File: config.mk
export PLATFORM = sky130hd
export DESIGN_NAME = tblink_rpc_invoke_dispatch_flat
export DESIGN_NICKNAME = d
export VERILOG_FILES = /design/src/rtl/tblink_rpc_invoke_dispatch_if.sv /design/src/rtl/tblink_rpc_invoke_dispatch.sv /design/src/flat_wrapper.sv
export SDC_FILE = /design/constraint.sdc
export NUM_CORES = 1
export LEC_CHECK = 0
export ABC_AREA = 1
export CORE_MARGIN = 4
export CORE_UTILIZATION = 58
export DETAILED_ROUTE_END_ITERATION = 8
export PLACE_DENSITY = 0.89
export SYNTH_ARGS = -nofsm -noshare
export SYNTH_HDL_FRONTEND = slang
export SYNTH_SLANG_ARGS = --single-unit
File: constraint.sdc
create_clock -name clock -period 14.84 [get_ports clock]
set_input_delay 4.452 -clock clock [delete_from_list [all_inputs] [get_ports clock]]
set_output_delay 4.452 -clock clock [all_outputs]
set_load 0.01 [all_outputs]
File: src/rtl/tblink_rpc_invoke_dispatch_if.sv
// Bundles the request, BFM command, response and status signals of the invoke dispatch stage.
// Ports: req_* (requests from the invoke layer), bfm_* (command port and completion from the BFM),
//        rsp_* (tagged responses back to the invoke layer), timeout_cycles, fifo_count, busy, err_stray_done.
interface tblink_rpc_invoke_dispatch_if #(
   parameter int DEPTH   = 4,
   parameter int MID_W   = 8,
   parameter int PARAM_W = 64,
   parameter int TAG_W   = 4
);
   logic                   req_valid;
   logic                   req_ready;
   logic [TAG_W-1:0]       req_tag;
   logic [MID_W-1:0]       req_method;
   logic                   req_blocking;
   logic [PARAM_W-1:0]     req_params;

   logic                   bfm_valid;
   logic                   bfm_ready;
   logic [MID_W-1:0]       bfm_method;
   logic [PARAM_W-1:0]     bfm_params;
   logic                   bfm_done;
   logic [PARAM_W-1:0]     bfm_retval;

   logic                   rsp_valid;
   logic                   rsp_ready;
   logic [TAG_W-1:0]       rsp_tag;
   logic [PARAM_W-1:0]     rsp_retval;
   logic [1:0]             rsp_status;

   logic [15:0]            timeout_cycles;
   logic [$clog2(DEPTH):0] fifo_count;
   logic                   busy;
   logic                   err_stray_done;

   // Environment side: invoke layer plus BFM.
   modport master (
      output req_valid, req_tag, req_method, req_blocking, req_params,
      output bfm_ready, bfm_done, bfm_retval,
      output rsp_ready, timeout_cycles,
      input  req_ready, bfm_valid, bfm_method, bfm_params,
      input  rsp_valid, rsp_tag, rsp_retval, rsp_status,
      input  fifo_count, busy, err_stray_done
   );

   // Dispatch side.
   modport slave (
      input  req_valid, req_tag, req_method, req_blocking, req_params,
      input  bfm_ready, bfm_done, bfm_retval,
      input  rsp_ready, timeout_cycles,
      output req_ready, bfm_valid, bfm_method, bfm_params,
      output rsp_valid, rsp_tag, rsp_retval, rsp_status,
      output fifo_count, busy, err_stray_done
   );
endinterface

File: src/rtl/tblink_rpc_invoke_dispatch.sv
// Purpose: queue TBLink method invocations and issue them one at a time to a BFM command port,
//          returning exactly one tagged response per request (blocking calls wait for bfm_done or timeout).
// Latency: accept at N -> bfm_valid at N+2; non-blocking rsp at N+3; blocking rsp the cycle after bfm_done.
// Backpressure: req_ready = FIFO not full (no same-cycle bypass); command and response held until their handshakes.
// Ports: clock, reset (sync, active-high); bus (slave modport) carries req_*, bfm_*, rsp_*,
//        timeout_cycles, fifo_count, busy, err_stray_done.
module tblink_rpc_invoke_dispatch #(
   parameter int DEPTH   = 4,
   parameter int MID_W   = 8,
   parameter int PARAM_W = 64,
   parameter int TAG_W   = 4
) (
   input logic                         clock,
   input logic                         reset,
   tblink_rpc_invoke_dispatch_if.slave bus
);
   localparam int PTR_W = $clog2(DEPTH);
   localparam int CNT_W = PTR_W + 1;

   localparam logic [1:0] ST_OK      = 2'd0;
   localparam logic [1:0] ST_TIMEOUT = 2'd1;

   typedef struct packed {
      logic [TAG_W-1:0]   tag;
      logic [MID_W-1:0]   method;
      logic               blocking;
      logic [PARAM_W-1:0] params;
   } req_t;

   typedef enum logic [1:0] {IDLE, ISSUE, WAIT, RSP} state_t;

   // Request FIFO
   req_t             mem [DEPTH];
   logic [PTR_W-1:0] wr_ptr;
   logic [PTR_W-1:0] rd_ptr;
   logic [CNT_W-1:0] count;
   req_t             head;
   logic             full;
   logic             push;
   logic             pop;

   // Call sequencing
   state_t           state;
   state_t           state_nxt;
   logic [15:0]      wait_cnt;
   logic             timeout_hit;
   logic             cmd_fire;

   logic [MID_W-1:0]   bfm_method_q;
   logic [PARAM_W-1:0] bfm_params_q;
   logic [TAG_W-1:0]   rsp_tag_q;
   logic [PARAM_W-1:0] rsp_retval_q;
   logic [1:0]         rsp_status_q;
   logic               err_stray_q;

   assign head     = mem[rd_ptr];
   assign full     = (count == CNT_W'(DEPTH));
   // Held low during reset so nothing is accepted into a FIFO that is being flushed.
   assign bus.req_ready = !reset && !full;
   assign push     = bus.req_valid && bus.req_ready;
   assign cmd_fire = (state == ISSUE) && bus.bfm_ready;
   // The head entry stays in the FIFO until the BFM takes it; its tag is needed at that moment.
   assign pop      = cmd_fire;

   // timeout_cycles is read live; 0 means wait forever.
   assign timeout_hit = (bus.timeout_cycles != 16'd0) &&
                        (wait_cnt == (bus.timeout_cycles - 16'd1));

   always_ff @(posedge clock) begin
      if (reset) begin
         wr_ptr <= '0;
         rd_ptr <= '0;
         count  <= '0;
      end else begin
         if (push) wr_ptr <= wr_ptr + PTR_W'(1);
         if (pop)  rd_ptr <= rd_ptr + PTR_W'(1);
         case ({push, pop})
            2'b10:   count <= count + CNT_W'(1);
            2'b01:   count <= count - CNT_W'(1);
            default: count <= count;
         endcase
      end
   end

   always_ff @(posedge clock) begin
      if (push) mem[wr_ptr] <= {bus.req_tag, bus.req_method, bus.req_blocking, bus.req_params};
   end

   always_ff @(posedge clock) begin
      if (reset) state <= IDLE;
      else       state <= state_nxt;
   end

   always_comb begin
      state_nxt = state;
      case (state)
         IDLE:    if (count != '0) state_nxt = ISSUE;
         ISSUE:   if (bus.bfm_ready) state_nxt = head.blocking ? WAIT : RSP;
         WAIT:    if (bus.bfm_done || timeout_hit) state_nxt = RSP;
         RSP:     if (bus.rsp_ready) state_nxt = IDLE;
         default: state_nxt = IDLE;
      endcase
   end

   always_ff @(posedge clock) begin
      if (reset) begin
         bfm_method_q <= '0;
         bfm_params_q <= '0;
         rsp_tag_q    <= '0;
         rsp_retval_q <= '0;
         rsp_status_q <= ST_OK;
         wait_cnt     <= '0;
         err_stray_q  <= 1'b0;
      end else begin
         if ((state == IDLE) && (count != '0)) begin
            bfm_method_q <= head.method;
            bfm_params_q <= head.params;
         end
         // Non-blocking calls complete here with a zero return value.
         if (cmd_fire) begin
            rsp_tag_q    <= head.tag;
            rsp_retval_q <= '0;
            rsp_status_q <= ST_OK;
            wait_cnt     <= '0;
         end
         if (state == WAIT) begin
            if (wait_cnt != 16'hFFFF) wait_cnt <= wait_cnt + 16'd1;
            // Completion takes priority over a timeout landing on the same cycle.
            if (bus.bfm_done) begin
               rsp_retval_q <= bus.bfm_retval;
               rsp_status_q <= ST_OK;
            end else if (timeout_hit) begin
               rsp_retval_q <= '0;
               rsp_status_q <= ST_TIMEOUT;
            end
         end
         if (bus.bfm_done && (state != WAIT)) err_stray_q <= 1'b1;
      end
   end

   assign bus.bfm_valid      = (state == ISSUE);
   assign bus.bfm_method     = bfm_method_q;
   assign bus.bfm_params     = bfm_params_q;
   assign bus.rsp_valid      = (state == RSP);
   assign bus.rsp_tag        = rsp_tag_q;
   assign bus.rsp_retval     = rsp_retval_q;
   assign bus.rsp_status     = rsp_status_q;
   assign bus.fifo_count     = count;
   assign bus.busy           = (state != IDLE) || (count != '0);
   assign bus.err_stray_done = err_stray_q;
endmodule

File: src/flat_wrapper.sv
// flat-port wrapper written by rule: the top's interface ports become plain ports
module tblink_rpc_invoke_dispatch_flat 
#(
   parameter int DEPTH   = 4,
   parameter int MID_W   = 8,
   parameter int PARAM_W = 64,
   parameter int TAG_W   = 4
)
  (clock, reset, bus_req_valid, bus_req_tag, bus_req_method, bus_req_blocking, bus_req_params, bus_bfm_ready, bus_bfm_done, bus_bfm_retval, bus_rsp_ready, bus_timeout_cycles, bus_req_ready, bus_bfm_valid, bus_bfm_method, bus_bfm_params, bus_rsp_valid, bus_rsp_tag, bus_rsp_retval, bus_rsp_status, bus_fifo_count, bus_busy, bus_err_stray_done);
  tblink_rpc_invoke_dispatch_if #(.DEPTH(DEPTH), .MID_W(MID_W), .PARAM_W(PARAM_W), .TAG_W(TAG_W)) bus_i ();
  input logic clock;
  input logic reset;
  input wire logic [$bits(bus_i.req_valid)-1:0] bus_req_valid;
  input wire logic [$bits(bus_i.req_tag)-1:0] bus_req_tag;
  input wire logic [$bits(bus_i.req_method)-1:0] bus_req_method;
  input wire logic [$bits(bus_i.req_blocking)-1:0] bus_req_blocking;
  input wire logic [$bits(bus_i.req_params)-1:0] bus_req_params;
  input wire logic [$bits(bus_i.bfm_ready)-1:0] bus_bfm_ready;
  input wire logic [$bits(bus_i.bfm_done)-1:0] bus_bfm_done;
  input wire logic [$bits(bus_i.bfm_retval)-1:0] bus_bfm_retval;
  input wire logic [$bits(bus_i.rsp_ready)-1:0] bus_rsp_ready;
  input wire logic [$bits(bus_i.timeout_cycles)-1:0] bus_timeout_cycles;
  output wire logic [$bits(bus_i.req_ready)-1:0] bus_req_ready;
  output wire logic [$bits(bus_i.bfm_valid)-1:0] bus_bfm_valid;
  output wire logic [$bits(bus_i.bfm_method)-1:0] bus_bfm_method;
  output wire logic [$bits(bus_i.bfm_params)-1:0] bus_bfm_params;
  output wire logic [$bits(bus_i.rsp_valid)-1:0] bus_rsp_valid;
  output wire logic [$bits(bus_i.rsp_tag)-1:0] bus_rsp_tag;
  output wire logic [$bits(bus_i.rsp_retval)-1:0] bus_rsp_retval;
  output wire logic [$bits(bus_i.rsp_status)-1:0] bus_rsp_status;
  output wire logic [$bits(bus_i.fifo_count)-1:0] bus_fifo_count;
  output wire logic [$bits(bus_i.busy)-1:0] bus_busy;
  output wire logic [$bits(bus_i.err_stray_done)-1:0] bus_err_stray_done;
  assign bus_i.req_valid = bus_req_valid;
  assign bus_i.req_tag = bus_req_tag;
  assign bus_i.req_method = bus_req_method;
  assign bus_i.req_blocking = bus_req_blocking;
  assign bus_i.req_params = bus_req_params;
  assign bus_i.bfm_ready = bus_bfm_ready;
  assign bus_i.bfm_done = bus_bfm_done;
  assign bus_i.bfm_retval = bus_bfm_retval;
  assign bus_i.rsp_ready = bus_rsp_ready;
  assign bus_i.timeout_cycles = bus_timeout_cycles;
  assign bus_req_ready = bus_i.req_ready;
  assign bus_bfm_valid = bus_i.bfm_valid;
  assign bus_bfm_method = bus_i.bfm_method;
  assign bus_bfm_params = bus_i.bfm_params;
  assign bus_rsp_valid = bus_i.rsp_valid;
  assign bus_rsp_tag = bus_i.rsp_tag;
  assign bus_rsp_retval = bus_i.rsp_retval;
  assign bus_rsp_status = bus_i.rsp_status;
  assign bus_fifo_count = bus_i.fifo_count;
  assign bus_busy = bus_i.busy;
  assign bus_err_stray_done = bus_i.err_stray_done;
  tblink_rpc_invoke_dispatch #(.DEPTH(DEPTH), .MID_W(MID_W), .PARAM_W(PARAM_W), .TAG_W(TAG_W)) u_core (.clock(clock), .reset(reset), .bus(bus_i));
endmodule
==> impl.org <==
** Run status
- The flow ran to the end, and the final reports show no timing, DRC or antenna violations.

** Pwr
- The share of total power dissipated in combinational logic is 20.5%.
- The analysis attributes to cell leakage a power of 0.00841 µW.
- In this run, the clock network consumes 33.6% of the power.
- VDD sags by at most 0.146 mV.
- The analysis attributes to net switching a power of 992 µW.
- Sw frac :: 28.1%
- In this run the power density over the cells is 146 nW/µm².
- Cell internal power was estimated by the tool at 2540 µW.
- Sequential cells account for 45.9% of the total power.

** STA
- Max Slew Vio Count :: 0
- Timing would allow up to 101 MHz.
- Setup slack on the critical path of the routed design comes to 4.98 ns.
- Setup violations remaining at the end of the flow were counted as 0.
- Setup repair after global routing left no endpoint under its margin.
- Final Hold Vio Count :: 0
- Slew Limit Headroom :: 26.1%
- Between clock sinks in the finished design, the worst skew comes to 0.0240 ns.
- Transition time of the tightest slew-check pin :: 1.11 ns
- Period utilization :: 66.5%
- Setup total negative slack on the finished layout was measured at 0 ns.
- The routed design could run at a clock period as short as 9.86 ns.

** Critical path
- End of the worst register-to-register path :: u_core.bus.bfm_params[0]
- R2R depth :: 7
- Instance count on the critical path :: 3
- In this run the register-to-register setup slack is 11.60 ns.
- Maximum fanout count along the critical path :: 3
- Count of buffer and inverter cells on the critical path :: 2
- Reg2reg start :: u_core.state[0]
- Element type at the critical path end :: output pin
- The slowest stage of the critical path is the sky130_fd_sc_hd__clkdlybuf4s50_1 cell.
- Highest cell delay on the worst timing path :: 0.58 ns
- Capture point of the critical path :: bus_req_ready
- Cell type group with the largest total delay on the critical path :: buffers and inverters
- STA puts the critical path data arrival time at 5.41 ns.
- Critical path class :: input pin to output pin
- In this run the worst setup path begins at reset.
- The worst setup path is launched from an input pin.
- Sequence of cells on the critical path :: buf_2 > a31oi_1 > clkdlybuf4s50_1
- Worst Path Required :: 10.39 ns

** Drt
- Total iterations of the first detailed-routing run :: 8
- Post-detailed-route DRC marker count :: 0
- The detailed router placed 14900 vias in this run.
- Number of violations reported at the end of detailed-routing iteration 0 :: 1203
- DRT antenna net count :: 0
- Wires add up to 51400 µm.
- Wire per inst :: 19.5 µm
- After detailed routing, the number of vias per cell comes to 5.65.

** Layout
- FF+latch area :: 12700 µm²
- From synthesis to final layout, the design area changed by 26.1%.
- Multi-input gate area :: 5580 µm²
- The library cell used most frequently in the layout, excluding fill and tap cells, is sky130_fd_sc_hd__nor2_1.
- Share of layout cells above drive strength 1 :: 6.19%
- In the layout the commonest cells are 404 x sky130_fd_sc_hd__nor2_1, 311 x sky130_fd_sc_hd__clkdlybuf4s50_1, 308 x sky130_fd_sc_hd__edfxtp_1, 251 x sky130_fd_sc_hd__o21ai_0, 182 x sky130_fd_sc_hd__nand2_1.
- The final layout contains 2335 nets.
- Number of fill cells :: 2106

** Synth
- The cell count after synthesis came out at 1889.
- EDFF count, synth :: 308
- Synthesis-stage register bit count :: 478
- After Yosys synthesis, and, or, nand and nor cells account for 15.8% of the synthesized area.
- After Yosys synthesis, full adders, half adders and majority gates account for 0.824% of the synthesized area.
- Summing the sequential cell areas from Yosys gives 66.2% of the chip area.
- The most used flip-flop cell after synthesis is sky130_fd_sc_hd__edfxtp_1.
- Combinational family with the most area after synthesis :: simple AND/OR/NAND/NOR gates
- Number of warnings reported in the yosys synthesis log :: 0
- The portion of synthesized area spent on multiplexers is 0%.
- Summing the areas of all compound-gate instances in the mapped netlist gives 11.8% of the synthesized area.
- Number of nets in the synthesized netlist :: 2064
- After Yosys synthesis, XOR and XNOR cells account for 0.504% of the synthesized area.
- After synthesis, the share of flip-flops with an asynchronous set or reset is 0%.
- In this run the cell area of the synthesized design comes to 19100 µm².
- Synthesized area divided by synthesized cell count :: 10.1 µm²
- Synthesis instantiated 38 different standard cells from the library.

** Clock tree
- Longest Clk Path Bufs :: 3
- The cell sitting at the root of the clock tree is a sky130_fd_sc_hd__clkbuf_16.
- In this run the post-CTS setup repair buffer count came out at 0.
- The H-tree was split into 2 levels.
- Clock-pin slew was measured on the worst setup and hold paths at 0.06 ns.
- TritonCTS sink count :: 478
- For this design, the CTS-stage hold fixing added 0 buffers.
- CTS buffer count :: 47
- TritonCTS built the clock tree.
- In this run, post-CTS repair resized a total of 0 instances.
- At the later pin of the worst-skew pair, clock insertion delay measures 0.56 ns.

** Placement
- Timing analysis after detailed placement gives a worst setup slack of 4.95 ns.
- The congestion estimate from routability-driven global placement came to 0.906.
- The count of buffers added on input and output ports is 312.
- Summed over all nets, the half-perimeter wirelength after detailed placement is 30600 µm.

** Worst hold path
- The worst hold path belongs to the class flop to flop.

** Global route
- The number of global-route vias before repair was 15100.
- Antenna violations before repair :: 6
- The first global-routing pass estimated 79200 µm of wire.
- Largest net degree at the start of global routing :: 105
- After global routing the overflow that remains totals 0.
- Across every metal layer, demand over resource in global routing totals 27.5%.

** Floorplanning
- The die is 190 µm wide.
- 313 I/O pins were placed.
- The initial utilization of the core area, before any placement, comes to 58.8%.
- Row count :: 66
- From bottom edge to top edge, the die measures 190 µm.
- The core region is 32500 µm².
- Die Area :: 35900 µm²

** Flow run
- Max-cap violations in this run came to 0.
-- state kept, by name, indices dropped and copies added (netlist names), named ones only --
signal / cells
u_core.bus.bfm_method: 8
u_core.bus.bfm_params: 64
u_core.bus.err_stray_done: 1
u_core.bus.fifo_count: 3
u_core.bus.rsp_retval: 64
u_core.bus.rsp_status: 2
u_core.bus.rsp_tag: 4
u_core.mem: 308
u_core.rd_ptr: 2
u_core.state: 2
u_core.wait_cnt: 16
u_core.wr_ptr: 2
-- through the flow --
stage	utilization (%)	cells	area [µm²]	hold slack [ns]	power, µW
floorplan	-	1889	19100	0.444	1990
global placement	69.3	2553	22600	0.435	2320
detailed placement	69.3	2553	22600	0.458	2350
CTS	74.1	2640	24100	0.461	3540
global route	74.1	2641	24100	0.484	3680
finish	74.1	2642	24100	0.461	3530
-- synth_stat cells (2+ instances only) --
library cell / count / area [µm²]
sky130_fd_sc_hd__a211oi_1: 4 / 30.0
sky130_fd_sc_hd__edfxtp_1: 308 / 9250
sky130_fd_sc_hd__o21ai_1: 2 / 10.0
sky130_fd_sc_hd__clkbuf_1: 96 / 360
sky130_fd_sc_hd__and3_1: 2 / 12.5
sky130_fd_sc_hd__nand3_1: 76 / 380
sky130_fd_sc_hd__ha_1: 11 / 138
sky130_fd_sc_hd__nor3_1: 6 / 30.0
sky130_fd_sc_hd__dfxtp_1: 170 / 3400
sky130_fd_sc_hd__nor4_1: 2 / 12.5
sky130_fd_sc_hd__buf_1: 4 / 15.0
sky130_fd_sc_hd__nand2_2: 5 / 31.3
sky130_fd_sc_hd__or2_2: 2 / 12.5
sky130_fd_sc_hd__buf_6: 3 / 33.8
sky130_fd_sc_hd__nor2_4: 2 / 22.5
sky130_fd_sc_hd__nand2_1: 183 / 687
sky130_fd_sc_hd__a21oi_1: 81 / 405
sky130_fd_sc_hd__nor2_1: 408 / 1530
sky130_fd_sc_hd__nand3_2: 21 / 210
sky130_fd_sc_hd__xor2_1: 8 / 70.1
sky130_fd_sc_hd__a31oi_1: 74 / 463
sky130_fd_sc_hd__inv_1: 131 / 492
sky130_fd_sc_hd__buf_2: 5 / 25.0
sky130_fd_sc_hd__o22ai_1: 6 / 37.5
sky130_fd_sc_hd__a221oi_1: 2 / 17.5
sky130_fd_sc_hd__o21ai_0: 251 / 1260
sky130_fd_sc_hd__inv_2: 2 / 7.51
sky130_fd_sc_hd__nand4_1: 7 / 43.8
sky130_fd_sc_hd__xnor2_1: 3 / 26.3
sky130_fd_sc_hd__nand3b_1: 2 / 15.0
sky130_fd_sc_hd__nor2_2: 5 / 31.3
-- logic make-up (layout without fill, tap and decap cells) --
| family | Yosys count | count (layout) |
|---|---|---|
| DFF | 478 | 478 |
| adders and majority gates | 12 | 12 |
| other | 0 | 2 |
| xor gates and xnor gates | 11 | 11 |
| buffers and inverters | 242 | 551 |
| and+or+nand+nor | 721 | 721 |
| AOI/OAI and AO/OA | 425 | 425 |
-- metal layers --
layer  routed length, µm  up-vias  global-route usage, %
li1                    -     7007                      -
met1               19100     7086                   32.6
met2               25800      681                   48.8
met3                4620      151                   6.84
met4                1900       10                   9.77
met5                  67        -                      0
-- area by class of cell --
cell class | count | area share, %
diodes | 2 | 0.0208
multi-input cells | 1169 | 23.1
well taps | 442 | 2.29
clock inverters | 18 | 0.866
clock buffers | 69 | 5.60
flip-flops and latches | 478 | 52.5
inverters | 134 | 2.10
repair buffers | 330 | 13.5
-- worst min path at each step --
stage / startpoint / endpoint / slack [ns] / cells past startpoint
floorplan: u_core.rd_ptr[0] / flop / 0.44 / 1
global placement: u_core.bus.rsp_status[1] / u_core.bus.rsp_status[1] / 0.43 / 2
detailed placement: u_core.bus.rsp_status[1] / u_core.bus.rsp_status[1] / 0.46 / 2
CTS: u_core.rd_ptr[0] / flop / 0.46 / 1
global route: u_core.rd_ptr[0] / flop / 0.48 / 1
finish: u_core.rd_ptr[0] / flop / 0.46 / 1
-- worst reg2reg max path, cell delays in order, from the launching register on --
cell	delay, ns
sky130_fd_sc_hd__dfxtp_1	0.34
sky130_fd_sc_hd__inv_1	0.13
sky130_fd_sc_hd__ha_1	0.23
sky130_fd_sc_hd__inv_1	0.10
sky130_fd_sc_hd__a31oi_4	0.86
sky130_fd_sc_hd__buf_4	0.95
sky130_fd_sc_hd__o21ai_0	0.32
sky130_fd_sc_hd__a31oi_1	0.23
-- power groups by stage --
stage | registers, µW | clock network (µW) | logic (µW)
floorplan | 1660 | 0 | 325
global placement | 1640 | 0 | 685
detailed placement | 1640 | 0 | 713
CTS | 1620 | 1200 | 722
global route | 1630 | 1260 | 786
finish | 1620 | 1190 | 723
No activity file was read; power rests on OpenSTA's default activity.
==> edit 1: new RTL, config.mk and constraints unchanged <==
`MID_W` is set to 8 in 3 places; all go to 6.
--- a/src/rtl/tblink_rpc_invoke_dispatch_if.sv
+++ b/src/rtl/tblink_rpc_invoke_dispatch_if.sv
@@ -3,7 +3,7 @@
 //        rsp_* (tagged responses back to the invoke layer), timeout_cycles, fifo_count, busy, err_stray_done.
 interface tblink_rpc_invoke_dispatch_if #(
    parameter int DEPTH   = 4,
-   parameter int MID_W   = 8,
+   parameter int MID_W   = 6,
    parameter int PARAM_W = 64,
    parameter int TAG_W   = 4
 );
--- a/src/rtl/tblink_rpc_invoke_dispatch.sv
+++ b/src/rtl/tblink_rpc_invoke_dispatch.sv
@@ -6,7 +6,7 @@
 //        timeout_cycles, fifo_count, busy, err_stray_done.
 module tblink_rpc_invoke_dispatch #(
    parameter int DEPTH   = 4,
-   parameter int MID_W   = 8,
+   parameter int MID_W   = 6,
    parameter int PARAM_W = 64,
    parameter int TAG_W   = 4
 ) (
--- a/src/flat_wrapper.sv
+++ b/src/flat_wrapper.sv
@@ -2,7 +2,7 @@
 module tblink_rpc_invoke_dispatch_flat 
 #(
    parameter int DEPTH   = 4,
-   parameter int MID_W   = 8,
+   parameter int MID_W   = 6,
    parameter int PARAM_W = 64,
    parameter int TAG_W   = 4
 )
Ports: changed (resized bus_bfm_method and bus_req_method); port bits go from 313 to 309. No check against the original RTL was run, so the function may have changed too.
==> edit 1 against the original RTL <==
  * The run now ends with design-rule violations left
  * Total power down 3.8%
  * Wire length down 9.8%
  * Sequential cell count fell by 10
  * Design area is 3.3% lower
  * Worst setup slack worse by 0.38 ns
  * Utilization fell by 0.25 points
  * First-iteration DRC count decreased by 6.9%
  * Synthesized area shrank 3.2%
  * Highest routed layer unchanged
==> edit 1: results (changes against the original RTL) <==
Result of the run: finished, violations left (was finished clean). The final reports fail on design-rule violations. The fraction of post-synthesis cell area in the top cell type by area is 48.67% (was 48.36%). The detailed-routed wire length on met2 came out at 23,200 um (was 25,770 um). The number of cells in the finished layout apart from fillers is 2,497 (was 2,642). The fraction of the yosys area taken by sequential cells came out at 66.84% (was 66.16%).

The fraction of the mapped netlist area in compound gates is 11.94% (was 11.82%). The via count of the first global-routing pass came out at 14.05k (was 15.07k). Dominant cells by area after synthesis: sky130_fd_sc_hd__edfxtp_1, sky130_fd_sc_hd__dfxtp_1, sky130_fd_sc_hd__nor2_1 (unchanged). The detailed-placement wirelength estimate came out at 28,160 um (was 30,550 um). The number of buffers created by CTS came out at 46 (was 47).

The final wirelength is 46,390 um (was 51,430 um). The DRC violation count after routing was 1 (was 0). The length of the first detailed-routing pass in iterations came out at 9 (was 8).

The biggest cell delay along the critical path came out at 0.60 ns (was 0.58 ns). The number of enable flip-flop cells after synthesis is 300 (was 308). Cell types with the highest counts after synthesis: sky130_fd_sc_hd__nor2_1, sky130_fd_sc_hd__edfxtp_1, sky130_fd_sc_hd__o21ai_0, sky130_fd_sc_hd__dfxtp_1, sky130_fd_sc_hd__nand2_1 (was sky130_fd_sc_hd__nor2_1, sky130_fd_sc_hd__edfxtp_1, sky130_fd_sc_hd__o21ai_0, sky130_fd_sc_hd__nand2_1, sky130_fd_sc_hd__dfxtp_1).

The wire length of the first global-routing pass was 73,580 um (was 79,160 um). The leakage power was 8.038 nW (was 8.415 nW). The first-iteration detailed-routing DRC count is 1,120 (was 1,203). The post-route met1 wirelength came out at 17,440 um (was 19,070 um). The flip-flop count of the largest register, all copies and words added was 300 (was 308). The met2 capacity usage during global routing is 45.91% (was 48.81%). The placed cell area came out at 0.02183 mm^2 (was 0.02255 mm^2). The number of instances in the placed design came to 2,408 (was 2,553).

The initial antenna violation count is 9 (was 6). The number of fill cells in the layout came out at 2,025 (was 2,106). The arrival time of data at the critical path endpoint came to 5.79 ns (was 5.41 ns). The peak fanout along the critical path is 68 (was 3).

The relative slew slack came out at 25.88% (was 26.09%). The worst hold margin is 0.4615 ns (was 0.4610 ns). The post-synthesis net count is 1,962 (was 2,064). The synthesized-area fraction occupied by xor and xnor cells is 0.7098% (was 0.5038%). The met3 routed wirelength is 4117 um (was 4624 um). The proportion of layout cells with a drive suffix above 1 is 6.310% (was 6.187%). The routability congestion estimate is 0.9343 (was 0.9058).

The count of buffers from port buffering is 308 (was 312). The count of mapped cells out of synthesis was 1,789 (was 1,889). The final net count came to 2,227 (was 2,335). The via density per instance is 5.646 (was 5.653).
## edit 1: power by group
group,switching [mW],internal [mW]
logic,0.382,0.303
clock network,0.480,0.634
registers,0.0893,1.51
total,0.951,2.44
## edit 1: layout make-up
class                      count  share of cell area [%]
timing repair buffer         324                   13.72
tap                          402                   2.158
clock buffer                  71                   5.807
clock inverter                15                  0.5045
multi-input combinational   1098                   22.80
antenna                        3                 0.03220
sequential                   468                   53.10
inverter                     116                   1.873
## edit 1: final timing paths
| check | end | cells after the start | start |
|---|---|---|---|
| max | bus_req_ready | 4 | reset |
| min | u_core.bus.rsp_status[1] | 2 | u_core.bus.rsp_status[1] |
| max reg2reg | u_core.state[0] | 9 | flop |
| min reg2reg | u_core.bus.rsp_status[1] | 2 | u_core.bus.rsp_status[1] |
## edit 1: tightest hold or removal path, stage by stage, from the launching register on
cell and delay, ns:
sky130_fd_sc_hd__dfxtp_1 0.31, sky130_fd_sc_hd__nand2_1 0.06, sky130_fd_sc_hd__nor2_1 0.04
==> edit 2: new RTL, same settings <==
Without the edit above. Make the reset (`reset`) asynchronous in 3 clocked blocks.
--- a/src/rtl/tblink_rpc_invoke_dispatch.sv
+++ b/src/rtl/tblink_rpc_invoke_dispatch.sv
@@ -66,7 +66,7 @@
    assign timeout_hit = (bus.timeout_cycles != 16'd0) &&
                         (wait_cnt == (bus.timeout_cycles - 16'd1));
 
-   always_ff @(posedge clock) begin
+   always_ff @(posedge clock or posedge reset) begin
       if (reset) begin
          wr_ptr <= '0;
          rd_ptr <= '0;
@@ -86,7 +86,7 @@
       if (push) mem[wr_ptr] <= {bus.req_tag, bus.req_method, bus.req_blocking, bus.req_params};
    end
 
-   always_ff @(posedge clock) begin
+   always_ff @(posedge clock or posedge reset) begin
       if (reset) state <= IDLE;
       else       state <= state_nxt;
    end
@@ -102,7 +102,7 @@
       endcase
    end
 
-   always_ff @(posedge clock) begin
+   always_ff @(posedge clock or posedge reset) begin
       if (reset) begin
          bfm_method_q <= '0;
          bfm_params_q <= '0;
Behaviour: differs if reset is asserted again (counterexample within 4 cycles, from zero or initial values and one cycle with reset high); with reset held inactive, the same outputs for 4 cycles.
==> edit 2 against the original RTL <==
  * Synthesized area rose by 1.3%
  * Worst setup slack got worse by 0.33 ns
  * Clock skew fell by 0.0026 ns
  * Fmax fell by 3.2%
  * Largest cell class unchanged
  * Sequential cell count fell by 2
  * Design area rose by 1.7%
  * Worst hold slack improved by 0.033 ns
  * Wire length fell by 0.76%
  * Highest routed layer unchanged
  * Count of clock-buffer cells in the layout fell by 3
Power is not compared: it rests on default switching activity, and its combinational part moved more than twofold at a synthesized area within 25%.
==> edit 2: results (changes against the original RTL) <==
The relative slew slack is 29.37% (was 26.09%). The class of the tightest hold or removal check was flop to flop (unchanged). The peak fanout along the critical path is 2 (was 3). The first-iteration detailed-routing DRC count is 1,277 (was 1,203). The Yosys warning count came out at 0 (unchanged).

Cell types with the highest counts after synthesis: sky130_fd_sc_hd__nor2_1, sky130_fd_sc_hd__edfxtp_1, sky130_fd_sc_hd__nand2_1, sky130_fd_sc_hd__dfrtp_1, sky130_fd_sc_hd__o21ai_0 (was sky130_fd_sc_hd__nor2_1, sky130_fd_sc_hd__edfxtp_1, sky130_fd_sc_hd__o21ai_0, sky130_fd_sc_hd__nand2_1, sky130_fd_sc_hd__dfxtp_1). The final wirelength was 51,030 um (was 51,430 um). The proportion of layout cells with a drive suffix above 1 came out at 5.945% (was 6.187%). Dominant cells by area after synthesis: sky130_fd_sc_hd__edfxtp_1, sky130_fd_sc_hd__dfrtp_1, sky130_fd_sc_hd__nor2_1 (was sky130_fd_sc_hd__edfxtp_1, sky130_fd_sc_hd__dfxtp_1, sky130_fd_sc_hd__nor2_1).

The flip-flop count of the largest register, all copies and words added came out at 308 (unchanged). The number of H-tree levels came out at 2 (unchanged). The number of fill cells in the layout is 1,949 (was 2,106). The final routed wire length divided by cell count is 20.30 um (was 19.46 um). The worst-case vdd ir drop came out at 164.7 uV.

Result of the run: finished clean (unchanged). The post-synthesis net count was 1,927 (was 2,064). The worst clock skew on the final layout was 0.02142 ns (was 0.02399 ns). The largest buffer count on any clock path is 3 (unchanged). The total global routing track utilization is 27.13% (was 27.48%). The share of synthesized flip-flops with an asynchronous set or reset came to 35.29% (was 0%). The leakage power came out at 9.315 nW. The number of instances in the placed design came out at 2,422 (was 2,553). The register with the highest flop count is u_core.mem (unchanged). The net switching power of the design is 1.648 mW. The detailed-placement wirelength estimate is 30,020 um (was 30,550 um). The CTS clock-pin slew for the worst setup and hold paths is 0.06 ns (about the same). The fraction of the yosys area taken by sequential cells came out at 69.44% (was 66.16%).

The synthesized area per cell came to 11.06 um^2 (was 10.12 um^2). The largest net degree at the start of global routing is 111 (was 105). The length of the first detailed-routing pass in iterations came out at 5 (was 8). The via density per instance came to 5.781 (was 5.653). The arrival time of data at the critical path endpoint was 5.74 ns (was 5.41 ns). The count of cell types in the netlist is 37 (was 38).

The count of buffers from port buffering came out at 312 (unchanged). The via count of the first global-routing pass came out at 14.59k (was 15.07k). The clock latency on the worst-skew pair came out at 0.56 ns (about the same). The number of buffers created by CTS is 48 (was 47). The initial antenna violation count is 4 (was 6).

The worst slack after detailed placement came out at 4.641 ns (was 4.953 ns). The number of enable flip-flop cells after synthesis came out at 308 (unchanged). The placed cell area is 0.02283 mm^2 (was 0.02255 mm^2). The number of gates resized after cts is 0 (unchanged). The routability congestion estimate was 0.8796 (was 0.9058). The final net count came out at 2,205 (was 2,335). The clock root buffer master is sky130_fd_sc_hd__clkbuf_16 (unchanged). The wire length of the first global-routing pass was 77,900 um (was 79,160 um). The top flip-flop cell by instance count after synthesis is sky130_fd_sc_hd__edfxtp_1 (unchanged). The number of setup buffers added after CTS came out at 0 (unchanged).
[edit 2: final cells by class]
cell class / count / area [um^2] / share of cell area (%)
Antenna cell: 3 / 7.507 / 0.03059
Clock buffer: 66 / 1329 / 5.415
Clock inverter: 23 / 375.4 / 1.530
Inverter: 55 / 214.0 / 0.8719
Multi-Input combinational cell: 1117 / 5333 / 21.73
Sequential cell: 476 / 13460 / 54.85
Tap cell: 442 / 553.0 / 2.254
Timing Repair Buffer: 332 / 3268 / 13.32
[edit 2: layer usage]
layer  GRT usage (%)  up-vias  part of all wire (%)
li1                -     6593                     -
met1           33.29     6968                    36
met2           46.99      821                    50
met3           6.298      147                    10
met4           10.61        4                   3.7
met5               0        -                 0.055
[edit 2: critical path: stages]
cell and delay, ns:
sky130_fd_sc_hd__clkdlybuf4s50_1 0.49, sky130_fd_sc_hd__a31oi_1 0.23, sky130_fd_sc_hd__clkdlybuf4s50_1 0.57
[edit 2: cells by family after synthesis]
logic type                 after synthesis  share of synthesized area (%)
xor gates and xnor gates                13                         0.6587
and+or+nand+nor                        826                          18.28
adders and majority gates               12                         0.8137
AOI/OAI and AO/OA                      266                          7.498
buffers and inverters                  159                          3.307
DFF                                    476                          69.44
[edit 2: final timing paths]
path	start	to	slack [ns]	depth (start not counted)
min in group asynchronous	reset	u_core.bus.fifo_count[2]	4.52	2
max in group asynchronous	reset	u_core.bus.bfm_params[11]	8.81	3
hold / removal	u_core.bus.fifo_count[0]	u_core.bus.fifo_count[0]	0.49	1
setup / recovery	reset	bus_req_ready	4.65	3
setup reg to reg	u_core.state[0]	u_core.bus.bfm_params[35]	11.88	7
hold reg to reg	u_core.bus.fifo_count[0]	u_core.bus.fifo_count[0]	0.49	1
[edit 2: power groups by stage]
| stage | Clock [mW] | Combinational, mW | Sequential, mW |
|---|---|---|---|
| after floorplan | 0 | 0.846 | 1.92 |
| after global placement | 0 | 1.50 | 1.90 |
| after detailed placement | 0 | 1.58 | 1.91 |
| after CTS | 1.29 | 1.61 | 1.89 |
| after global routing | 1.35 | 1.76 | 1.92 |
| final | 1.28 | 1.61 | 1.89 |
